### src/rtl/gray_decoder_if.sv
// Handshake bundle for gray_decoder: Gray codeword input stream and decoded binary result stream.
// The slave modport is the decoder side, and the master modport is the source/consumer side.
interface gray_decoder_if #(
  parameter int WIDTH = 4
);
  logic             in_valid;
  logic             in_ready;
  logic [WIDTH-1:0] in_gray;
  logic             out_valid;
  logic             out_ready;
  logic [WIDTH-1:0] out_bin;
  logic             out_up;
  logic             step_err;
  logic [7:0]       err_count;

  modport master (
    output in_valid, in_gray, out_ready,
    input  in_ready, out_valid, out_bin, out_up, step_err, err_count
  );

  modport slave (
    input  in_valid, in_gray, out_ready,
    output in_ready, out_valid, out_bin, out_up, step_err, err_count
  );
endinterface

### src/rtl/gray_decoder.sv
// Streaming Gray-to-binary decoder with a single registered output slot.
// Define GRAY_STEP_CHECK_EN to add single-bit step checking, count direction and a saturating error count.
module gray_decoder #(
  parameter int WIDTH = 4
) (
  input logic           clk,
  input logic           rst_n,
  gray_decoder_if.slave bus
);

  typedef enum logic {EMPTY = 1'b0, FULL = 1'b1} state_e;

  state_e           state_q, state_d;
  logic [WIDTH-1:0] out_bin_q, out_bin_d;
  logic [WIDTH-1:0] dec_bin;
  logic             accept;

  // Each binary bit is the XOR of all Gray bits at or above its position.
  always_comb begin
    dec_bin = '0;
    dec_bin[WIDTH-1] = bus.in_gray[WIDTH-1];
    for (int i = WIDTH - 2; i >= 0; i--) begin
      dec_bin[i] = dec_bin[i+1] ^ bus.in_gray[i];
    end
  end

  assign bus.in_ready  = (state_q == EMPTY) || bus.out_ready;
  assign accept        = bus.in_valid && bus.in_ready;
  assign bus.out_valid = (state_q == FULL);
  assign bus.out_bin   = out_bin_q;

  always_comb begin
    state_d   = state_q;
    out_bin_d = out_bin_q;
    case (state_q)
      EMPTY: if (accept) state_d = FULL;
      FULL:  if (bus.out_ready && !accept) state_d = EMPTY;
    endcase
    if (accept) out_bin_d = dec_bin;
  end

  always_ff @(posedge clk or negedge rst_n) begin
    if (!rst_n) begin
      state_q   <= EMPTY;
      out_bin_q <= '0;
    end else begin
      state_q   <= state_d;
      out_bin_q <= out_bin_d;
    end
  end

`ifdef GRAY_STEP_CHECK_EN
  logic [WIDTH-1:0] prev_gray_q, prev_gray_d;
  logic [WIDTH-1:0] prev_bin_q, prev_bin_d;
  logic [WIDTH-1:0] diff;
  logic             first_q, first_d;
  logic             step_err_q, step_err_d;
  logic             out_up_q, out_up_d;
  logic             bad_step;
  logic [7:0]       err_count_q, err_count_d;

  // A legal step flips exactly one bit: diff is non-zero and a power of two.
  always_comb begin
    diff        = bus.in_gray ^ prev_gray_q;
    bad_step    = (diff == '0) || ((diff & (diff - WIDTH'(1))) != '0);
    prev_gray_d = prev_gray_q;
    prev_bin_d  = prev_bin_q;
    first_d     = first_q;
    step_err_d  = step_err_q;
    out_up_d    = out_up_q;
    err_count_d = err_count_q;
    if (accept) begin
      prev_gray_d = bus.in_gray;
      prev_bin_d  = dec_bin;
      first_d     = 1'b0;
      if (first_q) begin
        step_err_d = 1'b0;
        out_up_d   = 1'b0;
      end else begin
        step_err_d = bad_step;
        out_up_d   = !bad_step && (dec_bin == prev_bin_q + WIDTH'(1));
        if (bad_step && (err_count_q != 8'hFF)) err_count_d = err_count_q + 8'd1;
      end
    end
  end

  always_ff @(posedge clk or negedge rst_n) begin
    if (!rst_n) begin
      prev_gray_q <= '0;
      prev_bin_q  <= '0;
      first_q     <= 1'b1;
      step_err_q  <= 1'b0;
      out_up_q    <= 1'b0;
      err_count_q <= 8'd0;
    end else begin
      prev_gray_q <= prev_gray_d;
      prev_bin_q  <= prev_bin_d;
      first_q     <= first_d;
      step_err_q  <= step_err_d;
      out_up_q    <= out_up_d;
      err_count_q <= err_count_d;
    end
  end

  assign bus.out_up    = out_up_q;
  assign bus.step_err  = step_err_q;
  assign bus.err_count = err_count_q;
`else
  assign bus.out_up    = 1'b0;
  assign bus.step_err  = 1'b0;
  assign bus.err_count = 8'd0;
`endif

endmodule
### src/flat_wrapper.sv
// flat-port wrapper written by rule: the top's interface ports become plain ports
module gray_decoder_flat 
#(
  parameter int WIDTH = 4
)
  (clk, rst_n, bus_in_valid, bus_in_gray, bus_out_ready, bus_in_ready, bus_out_valid, bus_out_bin, bus_out_up, bus_step_err, bus_err_count);
  gray_decoder_if #(.WIDTH(WIDTH)) bus_i ();
  input logic clk;
  input logic rst_n;
  input wire logic [$bits(bus_i.in_valid)-1:0] bus_in_valid;
  input wire logic [$bits(bus_i.in_gray)-1:0] bus_in_gray;
  input wire logic [$bits(bus_i.out_ready)-1:0] bus_out_ready;
  output wire logic [$bits(bus_i.in_ready)-1:0] bus_in_ready;
  output wire logic [$bits(bus_i.out_valid)-1:0] bus_out_valid;
  output wire logic [$bits(bus_i.out_bin)-1:0] bus_out_bin;
  output wire logic [$bits(bus_i.out_up)-1:0] bus_out_up;
  output wire logic [$bits(bus_i.step_err)-1:0] bus_step_err;
  output wire logic [$bits(bus_i.err_count)-1:0] bus_err_count;
  assign bus_i.in_valid = bus_in_valid;
  assign bus_i.in_gray = bus_in_gray;
  assign bus_i.out_ready = bus_out_ready;
  assign bus_in_ready = bus_i.in_ready;
  assign bus_out_valid = bus_i.out_valid;
  assign bus_out_bin = bus_i.out_bin;
  assign bus_out_up = bus_i.out_up;
  assign bus_step_err = bus_i.step_err;
  assign bus_err_count = bus_i.err_count;
  gray_decoder #(.WIDTH(WIDTH)) u_core (.clk(clk), .rst_n(rst_n), .bus(bus_i));
endmodule
### config.mk
export PLATFORM = sky130hd
export DESIGN_NAME = gray_decoder_flat
export DESIGN_NICKNAME = d
export VERILOG_FILES = /design/src/rtl/gray_decoder_if.sv /design/src/rtl/gray_decoder.sv /design/src/flat_wrapper.sv
export SDC_FILE = /design/constraint.sdc
export NUM_CORES = 1
export LEC_CHECK = 0
export CAP_MARGIN = 20
export CORE_AREA = 2 2 39 41
export DETAILED_ROUTE_END_ITERATION = 8
export DIE_AREA = 0 0 41 43
export GPL_TIMING_DRIVEN = 0
export PLACE_DENSITY = 0.61
export SETUP_SLACK_MARGIN = 0.4
export SLEW_MARGIN = 10
export SYNTH_ARGS = -nofsm -noshare
export SYNTH_HDL_FRONTEND = slang
export SYNTH_SLANG_ARGS = --single-unit
### constraint.sdc
create_clock -name clk -period 1.3 [get_ports clk]
set_input_delay 0.195 -clock clk [delete_from_list [all_inputs] [get_ports clk]]
set_output_delay 0.195 -clock clk [all_outputs]
set_load 0.03 [all_outputs]
==> results of run 1 <==
-- critical path, cell delays in order, from the launching register on --
cell      delay, ps
dfrtp_2         410
nand2b_4         90
buf_6           130
-- registers in the layout (all words and copies together), names as in the netlist --
signal,flops
u_core.bus.out_bin,4
u_core.bus.out_valid,1
-- through the flow --
stage / std cells / setup TNS, ps
detailed placement: 65 / -608
floorplan: 36 / 0
global route: 72 / 0
global placement: 65 / -593
finish: 72 / 0
CTS: 70 / 0
-- cells by family (layout without fill, tap and decap cells) --
kind of cell              Yosys count  count (layout)  share of synthesized area [%]
DFF                                 5               5                           40.7
other                               1              10                           1.22
xor gates and xnor gates            4               4                           13.8
buffers and inverters              10              30                           24.4
muxes                               4               4                           14.6
and+or+nand+nor                     3               3                           5.28
-- where the power goes --
group          internal, mW  switching [mW]
clock                 0.116          0.0614
sequential            0.187          0.0205
combinational         0.147           0.151
-- repair_timing --
action | 4_1_cts | 5_1_grt
buffers inserted | 1 | 2
resized for setup | 45 | 1
endpoints found under the hold margin | 0 | 0
pin swaps | 3 | 0
setup endpoints to repair | 10 | 10
-- final timing paths --
kind	endpoint	cells past startpoint
max in group asynchronous	u_core.bus.out_valid	1
hold / removal	u_core.bus.out_bin[1]	1
setup reg to reg	u_core.bus.out_bin[1]	3
hold reg to reg	u_core.bus.out_bin[2]	1
min in group clk	u_core.bus.out_bin[3]	2
setup / recovery	bus_in_ready	2
-- cells in the final DEF (no fill, tap or decap) --
cell type,count
xor2_1,1
nand2b_4,1
xor2_2,1
conb_1,10
buf_6,5
nand2_4,1
clkbuf_4,3
buf_4,13
dfrtp_1,4
mux2_2,3
clkdlybuf4s50_1,2
buf_2,1
dfrtp_2,1
clkbuf_1,1
mux2_4,1
dlygate4sd2_1,5
nand2b_1,1
xnor2_1,2
-- layer usage --
layer	share of wire [%]	routed length, um	GRT usage [%]	vias up
met1	36	179	6.58	103
met4	0	0	4.00	0
li1	-	-	-	121
met2	44	215	9.38	19
met3	20	99	9.42	0
met5	0	0	0	-
-- cell type report --
type | count | share of cell area, %
well taps | 16 | 3.60
flip-flops and latches | 5 | 22.7
repair buffers | 16 | 26.6
clock buffers | 4 | 4.73
multi-input cells | 21 | 28.8
plain buffers | 10 | 13.5
==> reports/qor.yml, run 1 <==
io_buffers: 13
rrSetupSlack_ps: 320
r2r-start: "u_core.bus.out_valid"
cts_root_buf: "clkbuf_4"
hold_viol: 0
die_x_um: 41
yosysSeqAreaShare_pct: 40.7
power_density_nw_per_um2: 1230
grt_pass1_wl_um: 765
synth_common_cells: "10 x buf_4, 5 x dfrtp_1, 4 x mux2_2, 2 x nand2b_1, 2 x xnor2_1"
synth-warning-count: 0
clock_skew_ps: 3.66
ant_nets: 0
worstSetupStartpointType: "flop"
worstSetupStartpoint: "u_core.bus.out_valid"
min_period_over_period_pct: 82.6
ys.flop_type: "dfrtp_1"
seq_area_um2: 126
core_um2: 1380
postLayoutCellArea_um2: 556
critPathArrivalTime_ps: 880
max_freq_ghz: 0.932
worstSetupPathType: "reg2out"
cts.path.max_buffers: 2
finalWirelength_um: 494
place_congestion: 0.705
initial_utilization_pct: 22.2
antenna_found_initial: 0
vias: 243
min_period_ps: 1070
drt-vias-per-instance: 3.38
grt_max_degree: 6
drt_iter0_markers: 1
async_flop_share_pct: 100
syn_area_um2: 308
setup_viol: 0
total_power_mw: 0.683
yosysTopAreaCellShare_pct: 40.7
finalNetCount: 65
rsz0062_at_grt: "true"
grt_usage_pct: 7.48
setup_ws_ps: 227
holdWs_ps: 170
avgRoutedWirePerCell_um: 6.86
cts_max_level: 1
grt_overflow: 0
dp_slack_ps: -350
cts_tree: "done"
max-cap-violations: 0
dpl_cell_area_um2: 508
diodes: 0
synth_edf_count: 0
clock-sinks: 5
syn_inst: 27
end_kind: "output port"
multiInputGateArea_um2: 160
rows: 14
ir_drop_mv: 0.576
hp-class: "in2async"
crit_path_max_fanout: 3
syn_avg_cell_area_um2: 11.4
slew_viol_final: 0
drtPass1Iterations: 2
io_pins: 24
die_h_um: 43
synth_seq_cells: 5
drc: 0
required_ps: 1110
clk_pin_slew_ps: 40
hold_buffers: 0
synth_cell_types: 9
insertion_delay_ps: 240
netlist_top_cells_area: "dfrtp_1 41%, buf_4 24%, mux2_2 15%, xnor2_1 5.7%, xor2_2 5.3%"
layout-drive-gt1-share_pct: 53.6
postLayoutCoreUtil_pct: 40.1
synth_most_common_cell: "buf_4"
leakage_nw: 0.293
die-area_um2: 1760
numCtsBuffers: 3
nFillCells: 150
area_growth_pct: 80.5
yosysTopAreaCell: "dfrtp_1"
grt_pass1_vias: 198
status: "finished, final reports clean"
Power figures use the tool's default switching activity.
==> inputs of run 2 (changes only) <==
- clock period: 1.3 -> 1 ns (I/O delays scaled with it)
==> run 2 against run 1 <==
Worst hold slack lost 44 ps. Routed wire length grew 1.8%. Flip-flop and latch count is the same. Sequential share of layout area shrank 0.25 points. Register-to-register slack lost 310 ps. Clock power grew 30%. Die area is the same. Clock-buffer cell count is the same. Global-route usage is the same. Final area grew 1.1%. The run now ends with negative setup slack left.
==> reports/qor.yml, run 2 (synthesis gave the netlist of run 1 again) <==
status: "finished with violations"
violations: "negative setup slack"
leakage_nw: 0.295
required_ps: 850
power_density_nw_per_um2: 1590
cts.path.max_buffers: 2
layout-drive-gt1-share_pct: 53.6
vias: 244
final_cell_mix: "13 x buf_4, 10 x conb_1, 5 x buf_6, 4 x clkdlybuf4s50_1, 4 x dfrtp_1"
final_cells: 72
grt_overflow: 0
combPwrFrac_pct: 44.2
avgRoutedWirePerCell_um: 6.99
rows: 14
grt_pass1_vias: 198
cts_max_level: 1
diodes: 0
cp_slowest_cell: "dfrtp_2"
ant_nets: 0
clockPowerShare_pct: 25.7
place_congestion: 0.705
area_growth_pct: 82.5
critPathArrivalTime_ps: 880
io_buffers: 13
numCtsBuffers: 3
hp-class: "in2async"
nFillCells: 148
layout_commonest_cell: "buf_4"
clock_skew_ps: 3.93
io_pins: 24
drtPass1Iterations: 2
core_um2: 1380
postLayoutCellArea_um2: 562
r2r-start: "u_core.bus.out_valid"
drt-vias-per-instance: 3.39
max_freq_ghz: 0.972
setup_viol: 3
postLayoutCoreUtil_pct: 40.6
grt_pass1_wl_um: 765
placed_cells: 65
cpPeakStageDelay_ps: 410
worstSetupPathType: "reg2out"
cts_tree: "done"
p_int_mw: 0.591
rsz0062_at_grt: "true"
hold_viol: 0
path_cells: "nand2b_4, buf_6"
finalWirelength_um: 503
insertion_delay_ps: 240
worstReg2RegEnd: "u_core.bus.out_bin[3]"
crit_path_max_fanout: 3
antenna_found_initial: 0
die-area_um2: 1760
rrSetupSlack_ps: 10
clock-sinks: 5
dp_slack_ps: -560
min_period_over_period_pct: 103
die_h_um: 43
die_x_um: 41
seqPwrFrac_pct: 30.1
dpl_cell_area_um2: 508
drt_iter0_markers: 1
power_switching_mw: 0.303
cts_root_buf: "clkbuf_4"
end_kind: "output port"
clk_pin_slew_ps: 40
min_period_ps: 1030
initial_utilization_pct: 22.2
max-cap-violations: 0
worstSetupStartpointType: "flop"
setup_ws_ps: -28.4
hold_buffers: 0
ir_drop_mv: 0.755
drc: 0
reg2reg_depth: 3
slew_viol_final: 0
grt_usage_pct: 7.48
grt_max_degree: 6
holdWs_ps: 126
power_switching_share_pct: 33.9
finalNetCount: 65
largest_reg_flops: 4
run 2: power by group through the flow:
stage	logic [mW]	registers, mW	clock network [mW]
6_report	0.395	0.269	0.230
5_1_grt	0.420	0.274	0.266
4_1_cts	0.373	0.271	0.240
3_5_place_dp	0.360	0.266	0
3_3_place_gp	0.359	0.265	0
2_1_floorplan	0.153	0.344	0
run 2: final cells by class:
class                      instances  area (um^2)  area share [%]
multi-input combinational         21          164            29.2
timing repair buffer              16          150            26.7
sequential                         5          126            22.5
buffer                            10         75.1            13.4
clock buffer                       4         26.3            4.68
tap                               16         20.0            3.56
run 2: routing by layer:
metal	wire length, um	part of all wire, %	global-route usage (%)	vias up
li1	-	-	-	121
met1	188	37	6.58	104
met2	219	44	9.38	19
met3	96	19	9.42	0
met4	0	0	4.00	0
met5	0	0	0	-
run 2: stage by stage:
step	total power, mW	TNS [ps]
global route	0.959	-187
global placement	0.624	-2520
CTS	0.884	-42.4
detailed placement	0.627	-2560
floorplan	0.497	-503
finish	0.894	-40.4
run 2: repair_timing:
item,CTS,global route
setup endpoints to repair,11,11
setup buffers,1,2
gates resized for setup,44,1
pin swaps,1,0
run 2: how the worst max path moves through the flow:
stage	from	endpoint	cells past startpoint
final	u_core.bus.out_valid	bus_in_ready	2
after global placement	bus_out_ready	bus_in_ready	3
after detailed placement	bus_out_ready	bus_in_ready	3
after floorplan	u_core.bus.out_valid	u_core.bus.out_bin[0]	3
after CTS	u_core.bus.out_valid	bus_in_ready	2
after global routing	u_core.bus.out_valid	bus_in_ready	2
run 2: worst max-delay path: cells and delay by family, from the launching register on:
| kind | cells | cell delay, ps |
|---|---|---|
| buf+inv | 1 | 130 |
| flops | 1 | 410 |
| simple gates | 1 | 90 |
==> inputs of run 3 (changes only) <==
- HOLD_SLACK_MARGIN: default -> 0.02
==> results of run 3 <==
No change in the layout: final DEF, timing and power equal those of run 2.
